**src/rtl/bcp_sync_fifo.sv**
```systemverilog
// bcp_sync_fifo: synchronous FIFO between the clause evaluator and the
// propagation controller. Gray-free binary pointers with one extra wrap bit,
// optional first-word-fall-through read port, synchronous flush used on
// conflict, and sticky overflow/underflow flags.
module bcp_sync_fifo #(
   parameter int DATA_W     = 8,
   parameter int DEPTH_LOG  = 3,
   parameter int AFULL_LVL  = 7,
   parameter int AEMPTY_LVL = 1,
   parameter int FWFT       = 0
) (
   input  logic                 clock,
   input  logic                 reset,
   input  logic                 flush,
   input  logic                 wr_en,
   input  logic [DATA_W-1:0]    wr_data,
   input  logic                 rd_en,
   output logic [DATA_W-1:0]    rd_data,
   output logic                 rd_valid,
   output logic [DEPTH_LOG:0]   count,
   output logic                 full,
   output logic                 empty,
   output logic                 afull,
   output logic                 aempty,
   output logic                 overflow,
   output logic                 underflow,
   input  logic                 clr_err
);

   localparam int PW    = DEPTH_LOG + 1;
   localparam int DEPTH = 1 << DEPTH_LOG;

   localparam logic [PW-1:0] DEPTH_C  = PW'(DEPTH);
   localparam logic [PW-1:0] AFULL_C  = PW'(AFULL_LVL);
   localparam logic [PW-1:0] AEMPTY_C = PW'(AEMPTY_LVL);

   logic [DATA_W-1:0] mem_q [DEPTH];

   logic [PW-1:0] wptr_q, wptr_d;
   logic [PW-1:0] rptr_q, rptr_d;
   logic          ovf_q, ovf_d;
   logic          unf_q, unf_d;
   logic          wr_acc, rd_acc;
   logic          ovf_set, unf_set;

   // Occupancy and flags come only from registered pointers, so there is no
   // combinational path from the request inputs to any status output.
   assign count  = wptr_q - rptr_q;
   assign full   = (count == DEPTH_C);
   assign empty  = (count == '0);
   assign afull  = (count >= AFULL_C);
   assign aempty = (count <= AEMPTY_C);

   assign overflow  = ovf_q;
   assign underflow = unf_q;

   // Acceptance, error detection and next-state pointers; flush overrides all.
   always_comb begin
      wr_acc  = wr_en && !full  && !flush;
      rd_acc  = rd_en && !empty && !flush;
      ovf_set = wr_en && full  && !flush;
      unf_set = rd_en && empty && !flush;
      wptr_d  = wptr_q;
      rptr_d  = rptr_q;
      if (flush) begin
         wptr_d = '0;
         rptr_d = '0;
      end else begin
         if (wr_acc) wptr_d = wptr_q + PW'(1);
         if (rd_acc) rptr_d = rptr_q + PW'(1);
      end
      // set beats clear when both happen in the same cycle
      ovf_d = ovf_set || (ovf_q && !clr_err);
      unf_d = unf_set || (unf_q && !clr_err);
   end

   // Pointer and sticky-flag registers.
   always_ff @(posedge clock or negedge reset) begin
      if (!reset) begin
         wptr_q <= '0;
         rptr_q <= '0;
         ovf_q  <= 1'b0;
         unf_q  <= 1'b0;
      end else begin
         wptr_q <= wptr_d;
         rptr_q <= rptr_d;
         ovf_q  <= ovf_d;
         unf_q  <= unf_d;
      end
   end

   // Storage array; deliberately not reset.
   always_ff @(posedge clock) begin
      if (wr_acc) mem_q[wptr_q[DEPTH_LOG-1:0]] <= wr_data;
   end

   generate
      if (FWFT != 0) begin : g_fwft
         // Head entry is presented combinationally; zero while empty.
         assign rd_valid = !empty;
         assign rd_data  = empty ? '0 : mem_q[rptr_q[DEPTH_LOG-1:0]];
      end else begin : g_reg
         logic [DATA_W-1:0] rd_data_q;
         logic              rd_valid_q;

         // Registered read: data and qualifier appear one edge after the pop.
         always_ff @(posedge clock or negedge reset) begin
            if (!reset) begin
               rd_data_q  <= '0;
               rd_valid_q <= 1'b0;
            end else if (flush) begin
               rd_data_q  <= '0;
               rd_valid_q <= 1'b0;
            end else if (rd_acc) begin
               rd_data_q  <= mem_q[rptr_q[DEPTH_LOG-1:0]];
               rd_valid_q <= 1'b1;
            end else begin
               rd_valid_q <= 1'b0;
            end
         end

         assign rd_data  = rd_data_q;
         assign rd_valid = rd_valid_q;
      end
   endgenerate

endmodule

```
**config.mk**
```make
export PLATFORM = sky130hd
export DESIGN_NAME = bcp_sync_fifo
export DESIGN_NICKNAME = d
export VERILOG_FILES = /design/src/rtl/bcp_sync_fifo.sv
export SDC_FILE = /design/constraint.sdc
export NUM_CORES = 1
export LEC_CHECK = 0
export BUFFER_PORTS_ARGS = -buffer_cell sky130_fd_sc_hd__buf_2
export CAP_MARGIN = 15
export CORE_UTILIZATION = 25
export DETAILED_ROUTE_END_ITERATION = 6
export PLACE_DENSITY_LB_ADDON = 0.08
export SYNTH_ARGS = -nofsm -noshare
export SYNTH_HDL_FRONTEND = slang
export SYNTH_SLANG_ARGS = --single-unit
```
**constraint.sdc**
```tcl
create_clock -name clock -period 4.1 [get_ports clock]
set_input_delay 0.82 -clock clock [delete_from_list [all_inputs] [get_ports clock]]
set_output_delay 0.82 -clock clock [all_outputs]
set_load 0.1 [all_outputs]
```
Word-level counts from Yosys, hierarchy flattened. Memories as Yosys holds them, arrays and structs flattened. Index checks and enable logic that the tools add are counted. Widths: inputs -> output; s select.

Register bits after elaboration: 19. Latch bits: 0. Bits in writable memories: 64. ROM bits: 0. Bits of input ports: 14. Word-level logic and storage cells: 42. Memories: 1.

Memories: mem_q (words 8, bits a word 8, rd ports 1, clocked after memory_dff 0, wr ports 1, RTL line 37) `logic [DATA_W-1:0] mem_q [DEPTH];`.

Add/sub/neg operators: 3. Multiply operators: 0. Divide/modulo/power cells: 0. $lt $le $gt $ge: 2. Equality and inequality tests: 1. Shift operators: 0. Multiplexer cells: 10. Bitwise logic cells: 0. Reductions and logical operators: 19.

Operator list (count): $mux 4 (4); $mux 8 (2); $logic_and 1x1->1 (10); $add 4x1->4 const B (2); $eq 4x4->1 const B (1); $ge 4x3->1 const B (1); $le 4x1->1 const B (1); $logic_not 1->1 (4); $logic_not 4->1 (1); $mux 1 (4); $reduce_bool 2->1 (2); $sub 4x4->4 (1); $logic_or 1x1->1 (2).

Depth between registers and ports, before layout.
Depth in word-level cells: 7. Mapped depth: 11.

Least setup slack after synthesis. Ideal clock, no wire load.

Path kind: register -> output. Start point: reg rptr_q[1]. End point: out aempty. Data arrival time: 4.230 ns. Required time: 3.280 ns. Path slack: -0.950 ns. Stages on the path, launching flop included: 7. Buffers on the path: 2. Cells stage by stage: dfrtp_1 clkbuf_1 buf_2 inv_1 fa_1 xor2_1 nor3_1.

Longest elaborated chain between the ends: 2.

Ends and longest elaborated chain: start, declared (RTL line 40) `logic [PW-1:0] rptr_q, rptr_d;`; start signal, assigned (RTL line 86) `rptr_q <= rptr_d;`; $sub 4x4->4 (RTL line 48) `assign count = wptr_q - rptr_q;`; net count[2] (RTL line 20) `output logic [DEPTH_LOG:0] count,`; $le 4x1->1 (RTL line 52) `assign aempty = (count <= AEMPTY_C);`; end, declared (RTL line 24) `output logic aempty,`.

The timed path passes the listed nets, and every way through them passes these cells.

Final worst setup path.
Start point: reg rptr_q[2]. End point: out afull.

Longest elaborated chain between the ends: 2.

Ends and longest elaborated chain: $sub 4x4->4 (RTL line 48); $ge 4x3->1 (RTL line 51) `assign afull = (count >= AFULL_C);`; end, declared (RTL line 23) `output logic afull,`.

No other way between the ends.

==> impl_metrics.prom <==
# TYPE chip_impl_metric gauge
chip_impl_metric{name="synthesis.yosys.warnings",unit=""} 0
chip_impl_metric{name="drt_iter0_drc",unit=""} 58
chip_impl_metric{name="total_length_of_routed_wires",unit="um"} 8010
chip_impl_metric{name="fp-row-count",unit=""} 43
chip_impl_metric{name="max_stage_delay",unit="ns"} 0.41
chip_impl_metric{name="achievable-frequency",unit="GHz"} 0.287
chip_impl_metric{name="timing.final.max_slew_violations",unit=""} 0
chip_impl_metric{name="numCtsBuffers",unit=""} 9
chip_impl_metric{name="grt_start_max_net_pins",unit=""} 23
chip_impl_metric{name="post_synth_inst_count",unit=""} 219
chip_impl_metric{name="synth_fa_ha_area_share",unit="%"} 2.30
chip_impl_metric{name="cts_repair_resize_count",unit=""} 0
chip_impl_metric{name="grt_overflow_total",unit=""} 0
chip_impl_metric{name="wire_per_inst",unit="um"} 17.9
chip_impl_metric{name="synthesis.area",unit="mm^2"} 0.00360
chip_impl_metric{name="cts_setup_buffers",unit=""} 0
chip_impl_metric{name="synth_fp_nets",unit=""} 239
chip_impl_metric{name="drt-pass1-iter-count",unit=""} 6
chip_impl_metric{name="insertion_delay",unit="ns"} 0.33
chip_impl_metric{name="vias_per_cell",unit=""} 4.39
chip_impl_metric{name="worst_slew_margin_rel",unit="%"} 40.5
chip_impl_metric{name="multi_input_area",unit="mm^2"} 0.00113
chip_impl_info{name="crit_path_top_delay_cell",value="sky130_fd_sc_hd__or3_4"} 1
chip_impl_metric{name="syn_area_per_cell",unit="um^2"} 16.4
chip_impl_metric{name="maximum_root_to_sink_buffer_count",unit=""} 2
chip_impl_info{name="critPathCaptureType",value="primary output"} 1
chip_impl_metric{name="maxCapViolations",unit=""} 0
chip_impl_metric{name="proportion_of_netlist_area_held_by_the_largest_area_contributor",unit="%"} 53.4
chip_impl_metric{name="synth-edff-count",unit=""} 64
chip_impl_metric{name="final.period_utilization",unit="%"} 84.9
chip_impl_metric{name="hold_viol_final",unit=""} 0
chip_impl_info{name="area_leader_netlist",value="sky130_fd_sc_hd__edfxtp_1"} 1
chip_impl_info{name="timing.hold.worst.class",value="in -> async"} 1
chip_impl_metric{name="synth-simple-area-share",unit="%"} 9.50
chip_impl_metric{name="num-nets-final",unit=""} 282
chip_impl_metric{name="max_slew.worst_pin.slew",unit="ns"} 0.893
chip_impl_metric{name="num_vias",unit=""} 1964
chip_impl_metric{name="cts_htree_levels",unit=""} 3
chip_impl_metric{name="cts.hold.buffers_added",unit=""} 0
chip_impl_info{name="cp_cell_sequence",value="inv_1 -> ha_1 -> a21o_1 -> or3_4 -> nand2_4 -> a31o_2 -> buf_2"} 1
chip_impl_info{name="synth.top_cells.by_area",value="sky130_fd_sc_hd__edfxtp_1 53%, sky130_fd_sc_hd__dfrtp_1 13%, sky130_fd_sc_hd__mux4_2 10%"} 1
chip_impl_info{name="start_kind",value="flip-flop"} 1
chip_impl_metric{name="sequential_cell_area",unit="mm^2"} 0.00240
chip_impl_metric{name="y_dimension_of_the_die",unit="um"} 122
chip_impl_info{name="final_cell_mix",value="64 x sky130_fd_sc_hd__edfxtp_1, 30 x sky130_fd_sc_hd__buf_2, 19 x sky130_fd_sc_hd__dfrtp_1"} 1
chip_impl_metric{name="final_period_minus_worst_setup_slack",unit="ns"} 3.48
chip_impl_metric{name="first_global_vias",unit=""} 2054
chip_impl_metric{name="drc",unit=""} 0
chip_impl_metric{name="num_clock_sinks",unit=""} 83
chip_impl_metric{name="die_area",unit="mm^2"} 0.0149
chip_impl_info{name="setup_repair_after_global_routing_missed_its_margin",value="no"} 1
chip_impl_metric{name="clkSlewWorstSetupHoldPaths",unit="ns"} 0.06
chip_impl_metric{name="coreArea",unit="mm^2"} 0.0139
chip_impl_metric{name="final.fill_count",unit=""} 1357
chip_impl_metric{name="all_layer_global_routing_usage",unit="%"} 12.1
chip_impl_info{name="synth_top_flop_cell",value="sky130_fd_sc_hd__edfxtp_1"} 1
chip_impl_info{name="ctsRootBufferMaster",value="sky130_fd_sc_hd__clkbuf_16"} 1
chip_impl_metric{name="post_synth_xor_area_fraction",unit="%"} 1.22
chip_impl_info{name="tritoncts",value="yes"} 1
chip_impl_metric{name="synth_compound_area_share",unit="%"} 6.50
chip_impl_metric{name="detailed_place_hpwl",unit="um"} 5030
chip_impl_metric{name="io_pins",unit=""} 33
chip_impl_metric{name="areaGrowthSynthToFinish",unit="%"} 21.6
chip_impl_info{name="layout.cells.most_common",value="sky130_fd_sc_hd__edfxtp_1"} 1
chip_impl_info{name="outcome",value="completed"} 1
chip_impl_metric{name="synth-async-reset-ratio",unit="%"} 22.9
chip_impl_metric{name="antenna_violating_nets_post_route",unit=""} 0
chip_impl_metric{name="place.port_buffers",unit=""} 32
chip_impl_metric{name="totalNegativeSetupSlack",unit="ns"} 0
chip_impl_metric{name="worst_endpoint_required_time",unit="ns"} 3.28
chip_impl_metric{name="yosys-mux-area-fraction",unit="%"} 10.9
chip_impl_metric{name="first_pass_grt_wire_length",unit="um"} 12500
chip_impl_info{name="synth_top_family_by_area",value="multiplexers"} 1
chip_impl_metric{name="path_max_fanout",unit=""} 11
chip_impl_metric{name="n_antenna_cell",unit=""} 0
chip_impl_metric{name="number_of_antenna_violations_at_the_first_check_in_global_routing",unit=""} 0
chip_impl_metric{name="fin_cells",unit=""} 447
chip_impl_metric{name="synth.yosys.seq_area_share",unit="%"} 66.6
chip_impl_metric{name="routabilityCongestion",unit=""} 0.666
chip_impl_metric{name="synth_cell_type_count",unit=""} 44
chip_impl_metric{name="worst_clock_skew",unit="ns"} 0.00488
chip_impl_metric{name="postSynthRegisterBits",unit=""} 83
chip_impl_metric{name="finalSetupViolations",unit=""} 0
chip_impl_metric{name="placedCellCount",unit=""} 431
chip_impl_metric{name="chipWidth",unit="um"} 122
chip_impl_info{name="worstSetupPathType",value="reg -> out"} 1
chip_impl_metric{name="post_route_cells_drive_above_1_share",unit="%"} 38.6
chip_impl_metric{name="worst-endpoint-arrival",unit="ns"} 2.66
chip_impl_metric{name="floorplan.initialDensity",unit="%"} 25.8
state kept, by name, indices dropped and copies added (netlist names):
register,flops
underflow,1
mem_q,64
wptr_q,4
overflow,1
rptr_q,4
rd_valid,1
rd_data,8
routing by layer:
layer / share of wire (%) / up-vias / global-route usage [%] / routed length, um
met4: 1.9 / 0 / 6.02 / 153
met3: 2.7 / 12 / 2.62 / 215
met1: 48 / 1001 / 15.9 / 3870
met5: 0 / - / 0 / 0
li1: - / 924 / - / -
met2: 47 / 27 / 18.8 / 3760
worst paths after layout:
kind | start | to | depth (start not counted) | slack [ns]
worst max-delay path | rptr_q[2] | afull | 7 | 0.62
worst min-delay path | reset | overflow | 1 | 0.46
worst max register to register | rptr_q[2] | rptr_q[1] | 7 | 1.20
worst min register to register | underflow | underflow | 2 | 0.53
max in group asynchronous | reset | rd_data[1] | 1 | 3.29
min in group clock | underflow | underflow | 2 | 0.53
Yosys cell counts, types with 2 or more instances:
| master | count |
|---|---|
| sky130_fd_sc_hd__nand3_1 | 2 |
| sky130_fd_sc_hd__xnor2_1 | 3 |
| sky130_fd_sc_hd__nor3_1 | 6 |
| sky130_fd_sc_hd__a21oi_1 | 3 |
| sky130_fd_sc_hd__nand2_1 | 18 |
| sky130_fd_sc_hd__mux2i_1 | 2 |
| sky130_fd_sc_hd__nor2_1 | 9 |
| sky130_fd_sc_hd__nand2b_1 | 4 |
| sky130_fd_sc_hd__a211oi_1 | 2 |
| sky130_fd_sc_hd__edfxtp_1 | 64 |
| sky130_fd_sc_hd__nor2_2 | 8 |
| sky130_fd_sc_hd__ha_1 | 5 |
| sky130_fd_sc_hd__xor2_1 | 2 |
| sky130_fd_sc_hd__nand4_1 | 2 |
| sky130_fd_sc_hd__inv_1 | 10 |
| sky130_fd_sc_hd__dfrtp_1 | 19 |
| sky130_fd_sc_hd__nand3b_1 | 2 |
| sky130_fd_sc_hd__a311oi_2 | 8 |
| sky130_fd_sc_hd__or3_1 | 3 |
| sky130_fd_sc_hd__mux4_2 | 16 |
| sky130_fd_sc_hd__clkbuf_1 | 6 |
| sky130_fd_sc_hd__buf_2 | 2 |
| sky130_fd_sc_hd__buf_6 | 2 |
critical path, delay by kind of cell, from the launching register on:
kind	cells	cell delay [ns]
AO/OA/AOI/OAI	2	0.34
adder cells (fa/ha/maj)	1	0.39
buffers and inverters	2	0.70
flip-flops	1	0.37
AND/OR/NAND/NOR	2	0.52
cell families after synthesis:
group / after synthesis
DFF: 83
buffers and inverters: 22
xor gates and xnor gates: 5
AOI/OAI and AO/OA: 22
adders and majority gates: 6
muxes: 19
and+or+nand+nor: 62
per-stage QoR:
stage               hold WS (ns)  cell area [um^2]  setup WS [ns]  utilization [%]
global route               0.491              4380          0.477             31.4
floorplan                  0.524              3620         0.0285                -
global placement           0.523              4070          0.950             29.2
detailed placement         0.522              4070          0.941             29.2
finish                     0.457              4380          0.619             31.4
CTS                        0.471              4380          0.562             31.4
final cells by class:
cell class	instances	area share, %
inverters	11	1.00
repair buffers	43	6.23
clock inverters	5	1.77
multi-input cells	114	25.7
well taps	180	5.15
clock buffers	11	5.32
flip-flops and latches	83	54.8
Power is not shown: default switching activity piles up to over one toggle a cycle in this logic, so the estimate is an artifact.
